File: src/rtl/fetch_unit_if.sv
// Instruction-memory port of the fetch stage.
// Handshake: the fetch side raises imem_req with imem_addr and holds both stable until the
// memory answers with imem_ack for one cycle; imem_rdata is only meaningful on that cycle.
interface fetch_unit_if;
    logic        imem_req;
    logic [31:0] imem_addr;
    logic        imem_ack;
    logic [31:0] imem_rdata;

    modport master (
        output imem_req,
        output imem_addr,
        input  imem_ack,
        input  imem_rdata
    );

    modport slave (
        input  imem_req,
        input  imem_addr,
        output imem_ack,
        output imem_rdata
    );
endinterface

File: src/rtl/fetch_unit.sv
// Instruction-fetch stage: owns the PC, requests words from instruction memory and buffers
// them with their PC+4 in a small prefetch queue whose head feeds the IF/ID register.
module fetch_unit #(
    parameter logic [31:0] RESET_PC   = 32'h0000_0000,
    parameter int          FIFO_DEPTH = 2
) (
    input  logic          clk,
    input  logic          reset,
    fetch_unit_if.master  imem,
    input  logic          IFID_write,
    input  logic          branch_taken,
    input  logic [31:0]   branch_target,
    output logic [31:0]   ins_out,
    output logic [31:0]   pc_out,
    output logic          IF_flush,
    output logic [1:0]    dbg_state
);

    localparam logic [1:0] ST_IDLE = 2'd0;
    localparam logic [1:0] ST_REQ  = 2'd1;
    localparam logic [1:0] ST_DROP = 2'd2;

    localparam int PW = (FIFO_DEPTH > 1) ? $clog2(FIFO_DEPTH) : 1;
    localparam int CW = $clog2(FIFO_DEPTH + 1);

    logic [1:0]    state, state_n;
    logic [31:0]   fetch_pc, fetch_pc_n;
    logic [31:0]   req_addr, req_addr_n;
    logic [PW-1:0] rd_ptr, wr_ptr;
    logic [CW-1:0] count, count_n;
    logic [63:0]   q_mem [FIFO_DEPTH];
    logic          push, pop, space;

    // A redirect overrides any push or pop on the same edge.
    assign push    = (state == ST_REQ) && imem.imem_ack && !branch_taken;
    assign pop     = IFID_write && (count != '0) && !branch_taken;
    assign count_n = branch_taken ? '0 : (count + CW'(push) - CW'(pop));
    assign space   = (count_n < CW'(FIFO_DEPTH));

    assign imem.imem_req  = (state != ST_IDLE);
    assign imem.imem_addr = req_addr;
    assign IF_flush       = branch_taken & ~reset;
    assign dbg_state      = state;
    assign {ins_out, pc_out} = (count != '0) ? q_mem[rd_ptr] : 64'd0;

    always_comb begin
        state_n    = state;
        fetch_pc_n = fetch_pc;
        req_addr_n = req_addr;
        case (state)
            ST_IDLE: begin
                if (branch_taken) begin
                    state_n    = ST_REQ;
                    fetch_pc_n = branch_target;
                    req_addr_n = branch_target;
                end else if (space) begin
                    state_n    = ST_REQ;
                    req_addr_n = fetch_pc;
                end
            end
            ST_REQ: begin
                if (branch_taken) begin
                    fetch_pc_n = branch_target;
                    if (imem.imem_ack) begin
                        req_addr_n = branch_target;
                    end else begin
                        state_n = ST_DROP;
                    end
                end else if (imem.imem_ack) begin
                    fetch_pc_n = req_addr + 32'd4;
                    if (space) begin
                        req_addr_n = req_addr + 32'd4;
                    end else begin
                        state_n = ST_IDLE;
                    end
                end
            end
            ST_DROP: begin
                // The stale request must complete on the bus before the target is fetched.
                if (branch_taken) begin
                    fetch_pc_n = branch_target;
                end
                if (imem.imem_ack) begin
                    state_n    = ST_REQ;
                    req_addr_n = branch_taken ? branch_target : fetch_pc;
                end
            end
            default: state_n = ST_IDLE;
        endcase
    end

    always_ff @(posedge clk or posedge reset) begin
        if (reset) begin
            state    <= ST_IDLE;
            fetch_pc <= RESET_PC;
            req_addr <= RESET_PC;
            rd_ptr   <= '0;
            wr_ptr   <= '0;
            count    <= '0;
        end else begin
            state    <= state_n;
            fetch_pc <= fetch_pc_n;
            req_addr <= req_addr_n;
            count    <= count_n;
            if (branch_taken) begin
                rd_ptr <= wr_ptr;
            end else begin
                if (pop)  rd_ptr <= rd_ptr + PW'(1);
                if (push) wr_ptr <= wr_ptr + PW'(1);
            end
        end
    end

    always_ff @(posedge clk) begin
        if (push) begin
            q_mem[wr_ptr] <= {imem.imem_rdata, req_addr + 32'd4};
        end
    end

    a_addr_stable: assert property (@(posedge clk) disable iff (reset)
        (imem.imem_req && !imem.imem_ack) |=> (imem.imem_req && $stable(imem.imem_addr)));

    a_no_overflow: assert property (@(posedge clk) disable iff (reset)
        push |-> (count < CW'(FIFO_DEPTH) || pop));

endmodule
File: src/flat_wrapper.sv
// flat-port wrapper written by rule: the top's interface ports become plain ports
module fetch_unit_flat 
#(
    parameter logic [31:0] RESET_PC   = 32'h0000_0000,
    parameter int          FIFO_DEPTH = 2
)
  (clk, reset, IFID_write, branch_taken, branch_target, ins_out, pc_out, IF_flush, dbg_state, imem_imem_req, imem_imem_addr, imem_imem_ack, imem_imem_rdata);
  fetch_unit_if imem_i ();
  input  logic clk;
  input  logic reset;
  input  logic IFID_write;
  input  logic branch_taken;
  input  logic [31:0] branch_target;
  output logic [31:0] ins_out;
  output logic [31:0] pc_out;
  output logic IF_flush;
  output logic [1:0] dbg_state;
  output wire logic [$bits(imem_i.imem_req)-1:0] imem_imem_req;
  output wire logic [$bits(imem_i.imem_addr)-1:0] imem_imem_addr;
  input wire logic [$bits(imem_i.imem_ack)-1:0] imem_imem_ack;
  input wire logic [$bits(imem_i.imem_rdata)-1:0] imem_imem_rdata;
  assign imem_imem_req = imem_i.imem_req;
  assign imem_imem_addr = imem_i.imem_addr;
  assign imem_i.imem_ack = imem_imem_ack;
  assign imem_i.imem_rdata = imem_imem_rdata;
  fetch_unit #(.RESET_PC(RESET_PC), .FIFO_DEPTH(FIFO_DEPTH)) u_core (.clk(clk), .reset(reset), .imem(imem_i), .IFID_write(IFID_write), .branch_taken(branch_taken), .branch_target(branch_target), .ins_out(ins_out), .pc_out(pc_out), .IF_flush(IF_flush), .dbg_state(dbg_state));
endmodule
File: config.mk
export PLATFORM = sky130hd
export DESIGN_NAME = fetch_unit_flat
export DESIGN_NICKNAME = d
export VERILOG_FILES = /design/src/rtl/fetch_unit_if.sv /design/src/rtl/fetch_unit.sv /design/src/flat_wrapper.sv
export SDC_FILE = /design/constraint.sdc
export NUM_CORES = 1
export LEC_CHECK = 0
export ABC_AREA = 0
export CORE_ASPECT_RATIO = 0.6
export CORE_UTILIZATION = 30
export DETAILED_ROUTE_END_ITERATION = 16
export DONT_BUFFER_PORTS = 1
export PLACE_DENSITY = 0.4
export SETUP_SLACK_MARGIN = 0.4
export SLEW_MARGIN = 20
export SYNTH_ARGS = -nofsm -noshare
export SYNTH_HDL_FRONTEND = slang
export SYNTH_SLANG_ARGS = --single-unit
File: constraint.sdc
create_clock -name clk -period 10.25 [get_ports clk]
set_input_delay 2.05 -clock clk [delete_from_list [all_inputs] [get_ports clk]]
set_output_delay 2.05 -clock clk [all_outputs]
set_load 0.01 [all_outputs]
==> summary.md <==
| Metric | Value |
|---|---|
| Outcome | complete, no violations |
| Register bit total from synthesis | a little under 200 |
| Die Area | 0.03257 mm² |
| CP Buf/Inv Count | 1 |
| I/O pins | 169 |
| CP peak stage delay | around 730 ps |
| DR pass1 iterations | 5 |
| IO buf count | 0 |
| Max Cap Violations | 0 |
| DP HPWL | 19,200 µm |
| Cells after synthesis | 840 |
| Ys async rst share | 35.35% |
| Clock buffer count from CTS | 17 |
| F_max | 0.2225 GHz |
| Worst-skew pair later-pin latency | 450 ps |
| Area Overhead vs Synth | 10.72% |
| Design Power | about 3000 µW |
| Vias in the first global route | 6,512 |
| Post-layout net count | approximately 890 |
| First-pass GRT wire length | 43,210 µm |
| CTS tree | yes |
| Initial Util | a little over 30% |
| WL final | ~29,000 µm |
| Area leader, netlist | edfxtp_1 |
| Largest net degree at the start of global routing | 101 |
| Final Setup Violations | 0 |
| Post-synthesis sequential area ratio | 58.60% |
| Crit path max fanout | 44 |
| Syn Nets | 912 |
| RSZ-0062 raised after global routing | no |
| DRT antenna net count | 0 |
| LEAKAGE | 0.003856 µW |
| Post-layout min period | 4495 ps |
| Tightest Pin Transition | 1026 ps |
| Synth Flop Type | edfxtp_1 |
| Root Buffer | clkbuf_16 |
| Max_slew headroom | a little under a third |
| Worst EP required | 8200 ps |
| Layout cell share with drive strength beyond 1 | 10.12% |
| Syn_area_per_cell | 11.37 µm² |
| Antenna Cells | 0 |
| DRC | 0 |
| Pins Over Slew Limit | 0 |
| Core Region | 0.03122 mm² |
| Hold buffer count at cts | 0 |
| Synth warn | 0 |
| Arrival @ worst endpoint | 2450 ps |
| Final period util | 43.86% |
| Initial DRC Count | ~450 |
| Post_cts resized | 0 |
| Worst VDD drop | 0.1193 mV |
| Gr usage total | approximately 18% |
| H-tree depth | 4 |
| Final Skew | 8.784 ps |
| Clock Path Buffers | 2 |
| CP Cell Sequence | buf_4 > mux2i_1 > nor2_1 |
| Distinct cells, synth | 58 |
| Reg clk slew, reported paths | 80 ps |
| Final Hold Vio Count | 0 |
| Die W | about 230 µm |
| Via Count | about 6,600 |
| Synth top area cells | edfxtp_1 (40%), dfrtp_1 (18%), mux2i_1 (7.7%), nor2_1 (4.8%), a21oi_1 (2.6%) |
| DIE HEIGHT | 140.2 µm |
| WL/cell | 23.15 µm |
| Top cell family by delay on the critical path | flip-flops |
| Crit path launch type | register |
| Post-synth top area share | 40.25% |
| Sink Count | 198 |
| GR Overflow Total | 0 |
| Antenna violations before repair | 0 |
| RD Place Congestion | 0.7976 |
| Mapped cell area | roughly 0.0095 mm² |
| Final hold slack | about 580 ps |
| PwrDens | 288.3 mW/mm² |
| Critical-path top delay cell | dfrtp_4 |
| Element type at the critical path end | primary output |
| Vias per cell | 5.306 |
| Setup Buffers After CTS | 0 |
| Setup Crit Path Kind | reg -> out |
| FP Rows | 50 |
| Setup tns final | 0 ps |
| Post-synth EDFFs | 128 |
| Hold/Removal Path Class | reg -> reg |
==> state kept, by name, summed over array words and instances (netlist names) <==
| register | count |
|---|---|
| u_core.count | 2 |
| u_core.dbg_state | 2 |
| u_core.fetch_pc | 32 |
| u_core.imem.imem_addr | 32 |
| u_core.q_mem | 128 |
| u_core.rd_ptr | 1 |
| u_core.wr_ptr | 1 |
==> kinds of logic after synthesis <==
group | count (synthesis) | synth area share, %
compound gates | 192 | 13.54
xor+xnor | 31 | 3.066
fa+ha+maj | 3 | 0.3931
buf+inv | 69 | 2.765
flops | 198 | 58.60
mux | 80 | 8.478
simple gates | 267 | 13.17
==> stage by stage <==
step	area [µm²]	utilization, %	worst slack (ps)	instances
final	10570	33.87	5755	1246
after global routing	10570	33.87	5585	1246
after CTS	10570	33.86	5672	1246
after global placement	9987	31.99	5628	1214
after detailed placement	9995	32.02	5490	1214
after floorplan	9549	-	4477	840
==> worst paths after layout <==
kind                                              to                 from  cells after the start  slack [ps]
setup / recovery                          pc_out[24]        u_core.rd_ptr                      3        5750
hold / removal                         u_core.wr_ptr        u_core.wr_ptr                      1         580
setup reg to reg           u_core.imem.imem_addr[18]  u_core.dbg_state[1]                     12        6300
hold reg to reg                        u_core.wr_ptr        u_core.wr_ptr                      1         580
max in group asynchronous              u_core.rd_ptr                reset                      2        7730
min in group asynchronous            u_core.count[0]                reset                      2        1790
==> report_power, final <==
part / internal, µW / total, µW / switching, µW
Combinational: 367 / 1010 / 643
Sequential: 1090 / 1370 / 283
Clock: 326 / 668 / 342
Total: 1780 / 3050 / 1270
==> synthesized netlist by cell type (all sizes together), types with 8 or more instances <==
library cell / instances
dfrtp: 70
nand3: 12
a21o: 8
xor2: 14
clkbuf: 45
nor4: 11
nor2b: 9
nor2: 123
a22o: 9
o221a: 10
buf: 10
edfxtp: 128
a21oi: 50
nand2: 59
inv: 13
nor3: 10
o21ai: 41
mux2i: 73
o22ai: 25
xnor2: 16
nand4: 9
o221ai: 11
nand2b: 14
==> final cells by class <==
cell class,instances,area [µm²]
repair buffers,13,97.59
clock inverters,15,150.1
well taps,416,520.5
multi-input cells,573,3727
inverters,14,52.55
fillers,3108,20640
clock buffers,17,425.4
flip-flops and latches,198,5599
==> layout by cell type (no fill, tap or decap), types with 3 or more instances in the layout <==
master	netlist	layout
clkinv_4	0	4
nand2b_1	14	14
a2bb2oi_1	3	3
mux2_2	7	7
inv_6	0	4
mux2i_1	73	73
and4_1	3	3
o22ai_1	25	25
xor2_1	14	14
a21oi_1	50	49
o221a_2	10	10
nand3_1	11	11
o21ba_2	4	4
and3_1	7	7
nand4_1	8	8
o31ai_1	5	5
nor3_1	10	10
a21o_1	8	8
a22o_1	9	9
inv_1	13	12
clkbuf_16	0	17
o221ai_1	11	10
o21ai_0	41	41
nand2_1	59	59
inv_8	0	5
xnor2_1	15	15
nor2_1	123	120
nor4_1	9	9
ha_1	3	3
dfrtp_1	70	69
o2bb2ai_1	5	5
nor2b_1	9	9
edfxtp_1	128	128
buf_4	0	13
==> per-layer routing <==
metal	part of all wire, %	global-route usage, %
met4	1.1	4.501
met2	43	25.64
met5	0	0
met1	49	26.08
met3	7.7	6.148
(Power assumes the default switching activity.)
